## config.mk

```make
export PLATFORM = sky130hd
export DESIGN_NAME = uart_rx_buf_flat
export DESIGN_NICKNAME = d
export VERILOG_FILES = /design/src/rtl/uart_pkg.sv /design/src/rtl/uart_rx_buf_if.sv /design/src/rtl/uart_sync_fifo.sv /design/src/rtl/uart_rx_buf.sv /design/src/flat_wrapper.sv
export SDC_FILE = /design/constraint.sdc
export NUM_CORES = 1
export LEC_CHECK = 0
export BUFFER_PORTS_ARGS = -buffer_cell sky130_fd_sc_hd__buf_2
export CORE_MARGIN = 5
export CORE_UTILIZATION = 25
export DETAILED_ROUTE_END_ITERATION = 8
export REMOVE_ABC_BUFFERS = 1
export SLEW_MARGIN = 10
export SYNTH_ARGS = -nofsm -noshare
export SYNTH_HDL_FRONTEND = slang
export SYNTH_SLANG_ARGS = --single-unit
```

## constraint.sdc

```tcl
create_clock -name clk -period 3.5 [get_ports clk]
set_input_delay 0.7 -clock clk [delete_from_list [all_inputs] [get_ports clk]]
set_output_delay 0.7 -clock clk [all_outputs]
set_load 0.01 [all_outputs]
```

## src/rtl/uart_pkg.sv

```systemverilog
// Shared UART types and defaults for the receive path.
// Latency: none (types and constants only).
// Backpressure: not applicable.
package uart_pkg;

   localparam int UART_DATA_W   = 16;
   localparam int UART_RX_DEPTH = 16;

   // One received frame as stored in the receive FIFO.
   typedef struct packed {
      logic                   err;
      logic [UART_DATA_W-1:0] data;
   } uart_rx_entry_t;

endpackage

```

## src/rtl/uart_rx_buf_if.sv

```systemverilog
// Frame capture and read-drain signals of the UART receive buffer.
// Latency: wires only; timing is set by the module behind the slave modport.
// Backpressure: rd_ready_i holds the head entry; the capture side cannot be stalled.
interface uart_rx_buf_if;
   import uart_pkg::*;

   logic                   rx_done_i;
   logic [UART_DATA_W-1:0] rx_data_i;
   logic                   rx_err_i;
   logic                   rd_ready_i;
   logic                   rd_valid_o;
   logic [UART_DATA_W-1:0] rd_data_o;
   logic                   rd_err_o;

   // Receiver and bus-side consumer.
   modport master (
      output rx_done_i, rx_data_i, rx_err_i, rd_ready_i,
      input  rd_valid_o, rd_data_o, rd_err_o
   );

   // The buffer itself.
   modport slave (
      input  rx_done_i, rx_data_i, rx_err_i, rd_ready_i,
      output rd_valid_o, rd_data_o, rd_err_o
   );

endinterface

```

## src/rtl/uart_sync_fifo.sv

```systemverilog
// Generic synchronous FIFO with extra-MSB pointers, show-ahead read port.
// Latency: a write is visible at the head one cycle after its edge; reads advance per edge.
// Backpressure: caller must not write when full without a same-cycle read; empty reads ignored.
module uart_sync_fifo #(
   parameter type T     = logic,
   parameter int  DEPTH = 16
) (
   input  logic                   clk,
   input  logic                   rstn,
   input  logic                   wr_en,
   input  T                       wr_dat,
   input  logic                   rd_en,
   input  logic                   flush,
   output T                       rd_dat,
   output logic                   full,
   output logic                   empty,
   output logic [$clog2(DEPTH):0] level
);

   localparam int AW = $clog2(DEPTH);

   logic [AW:0] wptr;
   logic [AW:0] rptr;
   T            mem [DEPTH];

   // Pointer update; flush wins over any write or read in the same cycle.
   always_ff @(posedge clk) begin
      if (!rstn) begin
         wptr <= '0;
         rptr <= '0;
      end else if (flush) begin
         wptr <= '0;
         rptr <= '0;
      end else begin
         if (wr_en)
            wptr <= wptr + 1'b1;
         if (rd_en && !empty)
            rptr <= rptr + 1'b1;
      end
   end

   // Storage is not reset; unread slots are never exposed to the consumer.
   always_ff @(posedge clk) begin
      if (wr_en && !flush)
         mem[wptr[AW-1:0]] <= wr_dat;
   end

   assign rd_dat = mem[rptr[AW-1:0]];
   assign empty  = (wptr == rptr);
   assign full   = (wptr[AW] != rptr[AW]) && (wptr[AW-1:0] == rptr[AW-1:0]);
   assign level  = wptr - rptr;

endmodule

```

## src/rtl/uart_rx_buf.sv

```systemverilog
// UART receive buffer: one FIFO push per frame-done rise, status flags and interrupts.
// Latency: a frame sampled at edge N is at the head after N; pops show the next head after the edge.
// Backpressure: rd_ready_i gates pops; a frame arriving while full without a pop is dropped and sets ovf_o.
// Optional idle-data timeout interrupt is built only when UART_RX_TIMEOUT_EN is defined.
module uart_rx_buf
   import uart_pkg::*;
#(
   parameter int DEPTH       = UART_RX_DEPTH,
   parameter int TIMEOUT_CYC = 4096
) (
   input  logic                   clk,
   input  logic                   rstn,
   uart_rx_buf_if.slave           bus,
   input  logic                   flush_i,
   output logic [$clog2(DEPTH):0] level_o,
   output logic                   full_o,
   output logic                   empty_o,
   input  logic [$clog2(DEPTH):0] thresh_i,
   output logic                   thresh_irq_o,
   output logic                   ovf_o,
   input  logic                   ovf_clr_i,
   output logic                   timeout_irq_o
);

   localparam int LW = $clog2(DEPTH) + 1;

   if (DEPTH < 2 || (DEPTH & (DEPTH - 1)) != 0) begin : g_bad_depth
      $error("uart_rx_buf: DEPTH must be a power of two and at least 2");
   end
   if (TIMEOUT_CYC < 2) begin : g_bad_timeout
      $error("uart_rx_buf: TIMEOUT_CYC must be at least 2");
   end

   logic           rx_done_q;
   logic           push;
   logic           rd_en;
   logic           wr_en;
   logic           ovf_set;
   logic [LW-1:0]  thresh_q;
   logic [LW-1:0]  level;
   logic           full;
   logic           empty;
   uart_rx_entry_t wr_entry;
   uart_rx_entry_t head;

   // Done-level history; reset high so a level held through reset is not a new frame.
   always_ff @(posedge clk) begin
      if (!rstn)
         rx_done_q <= 1'b1;
      else
         rx_done_q <= bus.rx_done_i;
   end

   assign push  = bus.rx_done_i & ~rx_done_q;
   assign rd_en = bus.rd_ready_i & ~empty;
   // A pop in the same cycle frees the slot, so a push into a full FIFO still lands.
   assign wr_en = push & (~full | rd_en) & ~flush_i;
   assign ovf_set = push & full & ~rd_en & ~flush_i;

   assign wr_entry.err  = bus.rx_err_i;
   assign wr_entry.data = bus.rx_data_i;

   uart_sync_fifo #(
      .T     (uart_rx_entry_t),
      .DEPTH (DEPTH)
   ) u_fifo (
      .clk    (clk),
      .rstn   (rstn),
      .wr_en  (wr_en),
      .wr_dat (wr_entry),
      .rd_en  (rd_en),
      .flush  (flush_i),
      .rd_dat (head),
      .full   (full),
      .empty  (empty),
      .level  (level)
   );

   // Sticky overflow; a new overflow in the clear cycle keeps the flag set.
   always_ff @(posedge clk) begin
      if (!rstn)
         ovf_o <= 1'b0;
      else if (ovf_set)
         ovf_o <= 1'b1;
      else if (ovf_clr_i)
         ovf_o <= 1'b0;
   end

   // Threshold is registered so the interrupt depends on state only, never on a live input.
   always_ff @(posedge clk) begin
      if (!rstn)
         thresh_q <= '0;
      else
         thresh_q <= thresh_i;
   end

   assign thresh_irq_o = (thresh_q != '0) && (level >= thresh_q);

   assign level_o        = level;
   assign full_o         = full;
   assign empty_o        = empty;
   assign bus.rd_valid_o = ~empty;
   // Head is forced to zero while empty so stale or uninitialised storage never leaks out.
   assign bus.rd_data_o  = empty ? '0 : head.data;
   assign bus.rd_err_o   = ~empty & head.err;

`ifdef UART_RX_TIMEOUT_EN
   localparam int CW = $clog2(TIMEOUT_CYC);

   logic [CW-1:0] to_cnt;
   logic          to_irq;

   // Idle counter over non-empty cycles; any FIFO activity restarts it and drops the interrupt.
   always_ff @(posedge clk) begin
      if (!rstn) begin
         to_cnt <= '0;
         to_irq <= 1'b0;
      end else if (wr_en || rd_en || flush_i) begin
         to_cnt <= '0;
         to_irq <= 1'b0;
      end else if (level != '0) begin
         if (to_cnt == CW'(TIMEOUT_CYC - 1))
            to_irq <= 1'b1;
         else
            to_cnt <= to_cnt + 1'b1;
      end
   end

   assign timeout_irq_o = to_irq;
`else
   assign timeout_irq_o = 1'b0;
`endif

endmodule

```

## src/flat_wrapper.sv

```systemverilog
// flat-port wrapper written by rule: the top's interface ports become plain ports
module uart_rx_buf_flat import uart_pkg::*;
#(
   parameter int DEPTH       = UART_RX_DEPTH,
   parameter int TIMEOUT_CYC = 4096
)
  (clk, rstn, flush_i, level_o, full_o, empty_o, thresh_i, thresh_irq_o, ovf_o, ovf_clr_i, timeout_irq_o, bus_rx_done_i, bus_rx_data_i, bus_rx_err_i, bus_rd_ready_i, bus_rd_valid_o, bus_rd_data_o, bus_rd_err_o);
  uart_rx_buf_if bus_i ();
  input  logic clk;
  input  logic rstn;
  input  logic flush_i;
  output logic [$clog2(DEPTH):0] level_o;
  output logic full_o;
  output logic empty_o;
  input  logic [$clog2(DEPTH):0] thresh_i;
  output logic thresh_irq_o;
  output logic ovf_o;
  input  logic ovf_clr_i;
  output logic timeout_irq_o;
  input wire logic [$bits(bus_i.rx_done_i)-1:0] bus_rx_done_i;
  input wire logic [$bits(bus_i.rx_data_i)-1:0] bus_rx_data_i;
  input wire logic [$bits(bus_i.rx_err_i)-1:0] bus_rx_err_i;
  input wire logic [$bits(bus_i.rd_ready_i)-1:0] bus_rd_ready_i;
  output wire logic [$bits(bus_i.rd_valid_o)-1:0] bus_rd_valid_o;
  output wire logic [$bits(bus_i.rd_data_o)-1:0] bus_rd_data_o;
  output wire logic [$bits(bus_i.rd_err_o)-1:0] bus_rd_err_o;
  assign bus_i.rx_done_i = bus_rx_done_i;
  assign bus_i.rx_data_i = bus_rx_data_i;
  assign bus_i.rx_err_i = bus_rx_err_i;
  assign bus_i.rd_ready_i = bus_rd_ready_i;
  assign bus_rd_valid_o = bus_i.rd_valid_o;
  assign bus_rd_data_o = bus_i.rd_data_o;
  assign bus_rd_err_o = bus_i.rd_err_o;
  uart_rx_buf #(.DEPTH(DEPTH), .TIMEOUT_CYC(TIMEOUT_CYC)) u_core (.clk(clk), .rstn(rstn), .bus(bus_i), .flush_i(flush_i), .level_o(level_o), .full_o(full_o), .empty_o(empty_o), .thresh_i(thresh_i), .thresh_irq_o(thresh_irq_o), .ovf_o(ovf_o), .ovf_clr_i(ovf_clr_i), .timeout_irq_o(timeout_irq_o));
endmodule
```

### Yosys cells after proc, flatten, opt, wreduce, memory -nomap -nowiden

Memory sizes are Yosys's and may differ from the RTL's. A register that Yosys moved wholly into a read port is not among the register bits.
Index checks and enable logic that the tools add are counted.

| word-level totals | value |
|---|---|
| register bits after elaboration | 17 |
| bits in writable memories | 272 |
| bits of input ports | 28 |
| output and inout bits | 28 |
| word-level logic and storage cells | 44 |
| memories | 1 |

| operators by class | value |
|---|---|
| add/sub/neg operators | 3 |
| $lt $le $gt $ge | 1 |
| equality and inequality tests | 3 |
| muxes and demuxes | 7 |
| bitwise gates (word level) | 15 |
| reduce and logical (&&, ||, !) cells | 9 |

Memory list:

| memory | depth | width | rd ports | clocked after Yosys merged registers in | write ports | RTL line | text |
|---|---|---|---|---|---|---|---|
| u_core.u_fifo.mem | 16 | 17 | 1 | 1 | 1 | uart_sync_fifo.sv:24 | `T mem [DEPTH];` |

Operator list:

| operator | count |
|---|---|
| $mux 16 | 1 |
| $add 5x1->5 const B | 2 |
| $and 1x1->1 | 8 |
| $mux 4 | 2 |
| $not 1->1 | 6 |
| $eq 5x5->1 | 1 |
| $ge 5x5->1 | 1 |
| $reduce_bool 5->1 | 1 |
| $sub 5x5->5 | 1 |
| $eq 4x4->1 | 1 |
| $logic_and 1x1->1 | 4 |
| $mux 1 | 4 |
| $logic_not 1->1 | 2 |
| $reduce_bool 2->1 | 1 |
| $reduce_or 2->1 | 1 |
| $ne 1x1->1 | 1 |
| $or 1x1->1 | 1 |

### Depth between registers and ports, before layout

| logic depth | value |
|---|---|
| word-level depth | 9 |
| gate-level depth with buffers | 10 |
| depth with buffers taken out | 10 |

### By module

Synthesis repeated with hierarchy kept, for this count alone.

| second synthesis, totals | value |
|---|---|
| cell total of the unflattened synthesis | 577 |
| area, all modules | 11549.8 um^2 |

By module, submodules not included:

| module | times used | cells each | area an instance (um^2) | sequential area each (um^2) |
|---|---|---|---|---|
| uart_sync_fifo | 1 | 517 | 11074.4 | 8448.1 |
| uart_rx_buf | 1 | 60 | 475.5 | 140.1 |

### Worst setup path before layout

OpenSTA, ideal clock, no wires.

| timing | value |
|---|---|
| kind | input to register |
| start | in flush_i |
| end | mem u_core.u_fifo.mem[0][0] in the netlist's numbering (enable) |
| data arrival time | 2687 ps |
| required time | 3088 ps |
| path slack | 400 ps |
| stages | 4 |
| cell sequence | nor3b_1 o31a_1 nand2_1 nor3_1 |

| on the way | value |
|---|---|
| word-level cells in the longest chain between the ends | 5 |
| elaborated cells on any way between the ends | 6 |
| those cells by class | 2 x mux; 2 x bitwise; 2 x reduce/logical |

RTL lines:

| what | RTL line | text |
|---|---|---|
| from (decl) | flat_wrapper.sv:11 | `input logic flush_i;` |
| $not 1->1 | uart_rx_buf.sv:57 | `assign wr_en = push & (~full \| rd_en) & ~flush_i;` |
| $and 1x1->1 | uart_rx_buf.sv:57 |  |
| $logic_and 1x1->1 (*) | uart_sync_fifo.sv:44 | `if (wr_en && !flush)` |
| $mux 1 (*) | uart_sync_fifo.sv:44 |  |
| $mux 1 (not written as such) (*) | uart_sync_fifo.sv:45 | `mem[wptr[AW-1:0]] <= wr_dat;` |
| to (decl) | uart_sync_fifo.sv:24 |  |

Every way passes the cells marked *; elsewhere a longest branch is shown, timed or not.

### Worst setup path in the final report

| timing | value |
|---|---|
| start | reg u_core.u_fifo.wptr[0] |
| end | out thresh_irq_o |

| on the way | value |
|---|---|
| word-level cells in the longest chain between the ends | 3 |

RTL lines:

| what | RTL line | text |
|---|---|---|
| from (decl) | uart_sync_fifo.sv:22 | `logic [AW:0] wptr;` |
| from (signal assigned) | uart_sync_fifo.sv:36 | `wptr <= wptr + 1'b1;` |
| $sub 5x5->5 | uart_sync_fifo.sv:51 | `assign level = wptr - rptr;` |
| $ge 5x5->1 | uart_rx_buf.sv:97 | `assign thresh_irq_o = (thresh_q != '0) && (level >= thresh_q);` |
| $logic_and 1x1->1 | uart_rx_buf.sv:97 |  |
| to (decl) | flat_wrapper.sv:16 | `output logic thresh_irq_o;` |

Every way passes these cells.

==> flow_summary_export.csv <==
group,metric,value,unit
setup_path,start_kind,"flop",
setup_path,cp-end-kind,"output pin",
global_routing,grt_max_degree,52,
global_routing,grt_use_total,9.732,%
placement,gp_congestion,0.7161,
setup_path,rr_worst_depth,7,
min_path,hold_class,"primary input to flop",
yosys,yosysWarnings,0,
clock_network,holdBufCountCts,0,
yosys,syn-instance-count,559,
timing,fmax,298.4,MHz
setup_path,crit_path_top_delay_cell,"dfxtp_4",
clock_network,clock-sinks,293,
setup_path,cp_cell_sequence,"inv_2, ha_1, inv_1, fa_2, a21o_1, a21oi_2, xnor2_2, ha_1, o22ai_1, a21oi_1, buf_2",
routing,drtPass1Iterations,4,
layout,syn_to_final_growth,19.49,%
setup_path,reg2reg_setup_slack,1.11,ns
timing,period_minus_slack,3.351,ns
clock_network,path_clk_slew,0.06,ns
routing,drc_errors,0,
routing,vias_per_cell,4.360,
power,p_clk_share,42.8,%
power,p_int,0.005506,W
routing,wl,25.35,mm
routing,dr_total_vias,5642,
timing,maxSlewHeadroom,51.10,%
yosys,ys_async_sr_fraction,0,%
placement,port-buffer-count,54,
timing,skew,0.01822,ns
setup_path,arrival,2.65,ns
timing,whs,0.3444,ns
yosys,synth_area,11660,sq um
routing,avgRoutedWirePerCell,19.59,microns
power,total_power,0.006883,W
routing,drtIter0Drc,356,
setup_path,worstSetupPathType,"flop to output pin",
setup_path,crit_required,2.80,ns
setup_path,cp-startpoint,"u_core.u_fifo.wptr[0]",
clock_network,ctsHtreeMaxLevel,1,
die,die_w,225.9,microns
clock_network,cts_inserted_buffers,30,
die,start_util,25.15,%
run,cap_violations,0,
global_routing,grt_pass1_wl,37.83,mm
timing,rsz0062_at_grt,"yes",
power,power_density,494.1,nW/um^2
placement,hpwl,15.63,mm
layout,drive_above_1_share,33.24,%
yosys,ys_types,44,
power,leakage,4.464,nW
clock_network,cts_tree,"built",
setup_path,reg2reg_to,"u_core.u_fifo.mem[1][14]",
min_path,hold-path-cell-count,2,
timing,hold_viol,0,
routing,antenna_left,0,
setup_path,cpMostUsedCell,"ha_1",
layout,nets,706,
global_routing,antenna_found_initial,3,
clock_network,cts_root_buffer,"clkbuf_16",
timing,post-route-period-util,95.75,%
power,p_sw,0.001377,W
yosys,ys_ff_latch,293,
clock_network,clk_latency,0.56,ns
power,combPwrFrac,1.5,%
die,num_io_pins,56,
global_routing,grt_pass1_vias,5844,
yosys,synth_edf_count,272,
global_routing,overflow,0,
die,die_y,225.9,microns
power,netSwitchingFraction,20.00,%
timing,worst_slew_pin_slew,0.7323,ns
timing,setup_tns,0,ns
die,placementRows,79,
layout,final_util,30.05,%
setup_path,reg2reg_from,"u_core.u_fifo.wptr[1]",
power,vdd_ir_drop_max,349.4,uV
setup_path,cp_max_fo,5,
setup_path,cpPeakStageDelay,0.36,ns
yosys,synth.yosys.seq_area_share,73.67,%
timing,maxSlewViolCount,0,
min_path,min_to,"u_core.rx_done_q",
timing,setup_violations,0,
yosys,syn_avg_cell_area,20.85,sq um
die,core,46360,sq um
power,pwr-share-seq,55.6,%
die,dieArea,51050,sq um
clock_network,cts_buffer_depth,3,
status,status,"completed",
min_path,min-delay-start,"bus_rx_done_i",
yosys,ys.flop_type,"edfxtp_1",
[Yosys cell counts, types with 3 or more instances]
master,n,area (sq um)
a21oi_1,10,50.05
a221o_1,17,170.2
and2_1,10,62.56
buf_12,3,60.06
buf_2,8,40.04
clkbuf_1,9,33.78
dfxtp_1,21,420.4
edfxtp_1,272,8168
ha_1,14,175.2
inv_1,12,45.04
mux2_2,17,191.4
mux4_1,26,683.2
mux4_2,42,945.9
nand2_1,7,26.28
nand2b_1,5,31.28
nor2_1,22,82.58
nor2b_1,16,100.1
nor3_1,5,25.02
o21ai_1,4,20.02
or3_1,3,18.77
xnor2_1,5,43.79
xor2_1,4,35.03
[per-stage QoR]
stage	std cells	worst slack, ns	instance area (sq um)
global placement	1232	0.4774	12890
floorplan	534	-0.5022	11490
finish	1294	0.1488	13930
CTS	1292	0.02303	13890
detailed placement	1232	0.3864	12890
global route	1294	-0.01506	13930
[cells by family (layout without fill, tap and decap cells)]
family / count (synthesis) / after routing / share of synthesized area, %
buffers and inverters: 37 / 164 / 1.857
muxes: 86 / 86 / 15.70
xor gates and xnor gates: 10 / 10 / 0.8157
other: 1 / 2 / 0.03217
AOI/OAI and AO/OA: 41 / 41 / 2.769
and+or+nand+nor: 76 / 76 / 3.478
DFF: 293 / 293 / 73.67
adders and majority gates: 15 / 15 / 1.674
[per-layer routing]
layer,part of all wire (%),global-route usage [%]
met5,0.083,0
met4,2.2,2.401
met3,4.3,1.898
met2,46,14.82
met1,47,14.40
[state kept, by name (all words and copies together) (netlist names), named ones only]
register / flops
u_core.thresh_q: 5
u_core.ovf_o: 1
u_core.u_fifo.mem: 272
u_core.rx_done_q: 1
u_core.u_fifo.rptr: 5
u_core.u_fifo.wptr: 5
[power by group through the flow]
stage	clock network [W]	logic, W	registers, W
floorplan	0	0.0000322	0.00391
global placement	0	0.000103	0.00390
detailed placement	0	0.000108	0.00391
CTS	0.00303	0.000109	0.00383
global route	0.00317	0.000119	0.00383
finish	0.00295	0.000106	0.00383
[repair_timing]
action                     CTS  global route
pin swaps                    2             4
setup endpoints to repair   14             5
buffers inserted             5             1
resized for setup            7             5
[cell usage in the layout, fill, tap and decap left out, drive strengths merged, types with 14 or more instances in the layout]
cell    netlist  layout
clkinv        0      17
a221o        17      17
nor2         23      23
mux2         17      17
nor2b        16      16
buf          16      97
dfxtp        21      21
mux4         68      68
clkbuf        9      35
edfxtp      272     272
ha           14      14
[worst max path at each step]
stage	end	slack [ns]
3_3_place_gp	bus_rd_data_o[4]	0.48
5_1_grt	thresh_irq_o	-0.02
4_1_cts	thresh_irq_o	0.02
6_report	thresh_irq_o	0.15
3_5_place_dp	bus_rd_data_o[4]	0.39
2_1_floorplan	bus_rd_data_o[14]	-0.50
[cell type report]
cell class | instances | area [sq um]
Inverter | 12 | 45.04
Clock buffer | 35 | 769.5
Sequential cell | 293 | 8602
Fill cell | 4436 | 32430
Tap cell | 607 | 759.5
Multi-Input combinational cell | 229 | 2935
Antenna cell | 1 | 2.502
Timing Repair Buffer | 97 | 671.9
Clock inverter | 20 | 143.9
[critical path: cells and delay by family (launching register included)]
family / cells / cell delay [ns]
xor+xnor: 1 / 0.15
buf+inv: 3 / 0.28
compound gates: 4 / 0.55
flops: 1 / 0.36
fa+ha+maj: 3 / 0.75
Note: power is estimated with default switching activity, not from simulation.
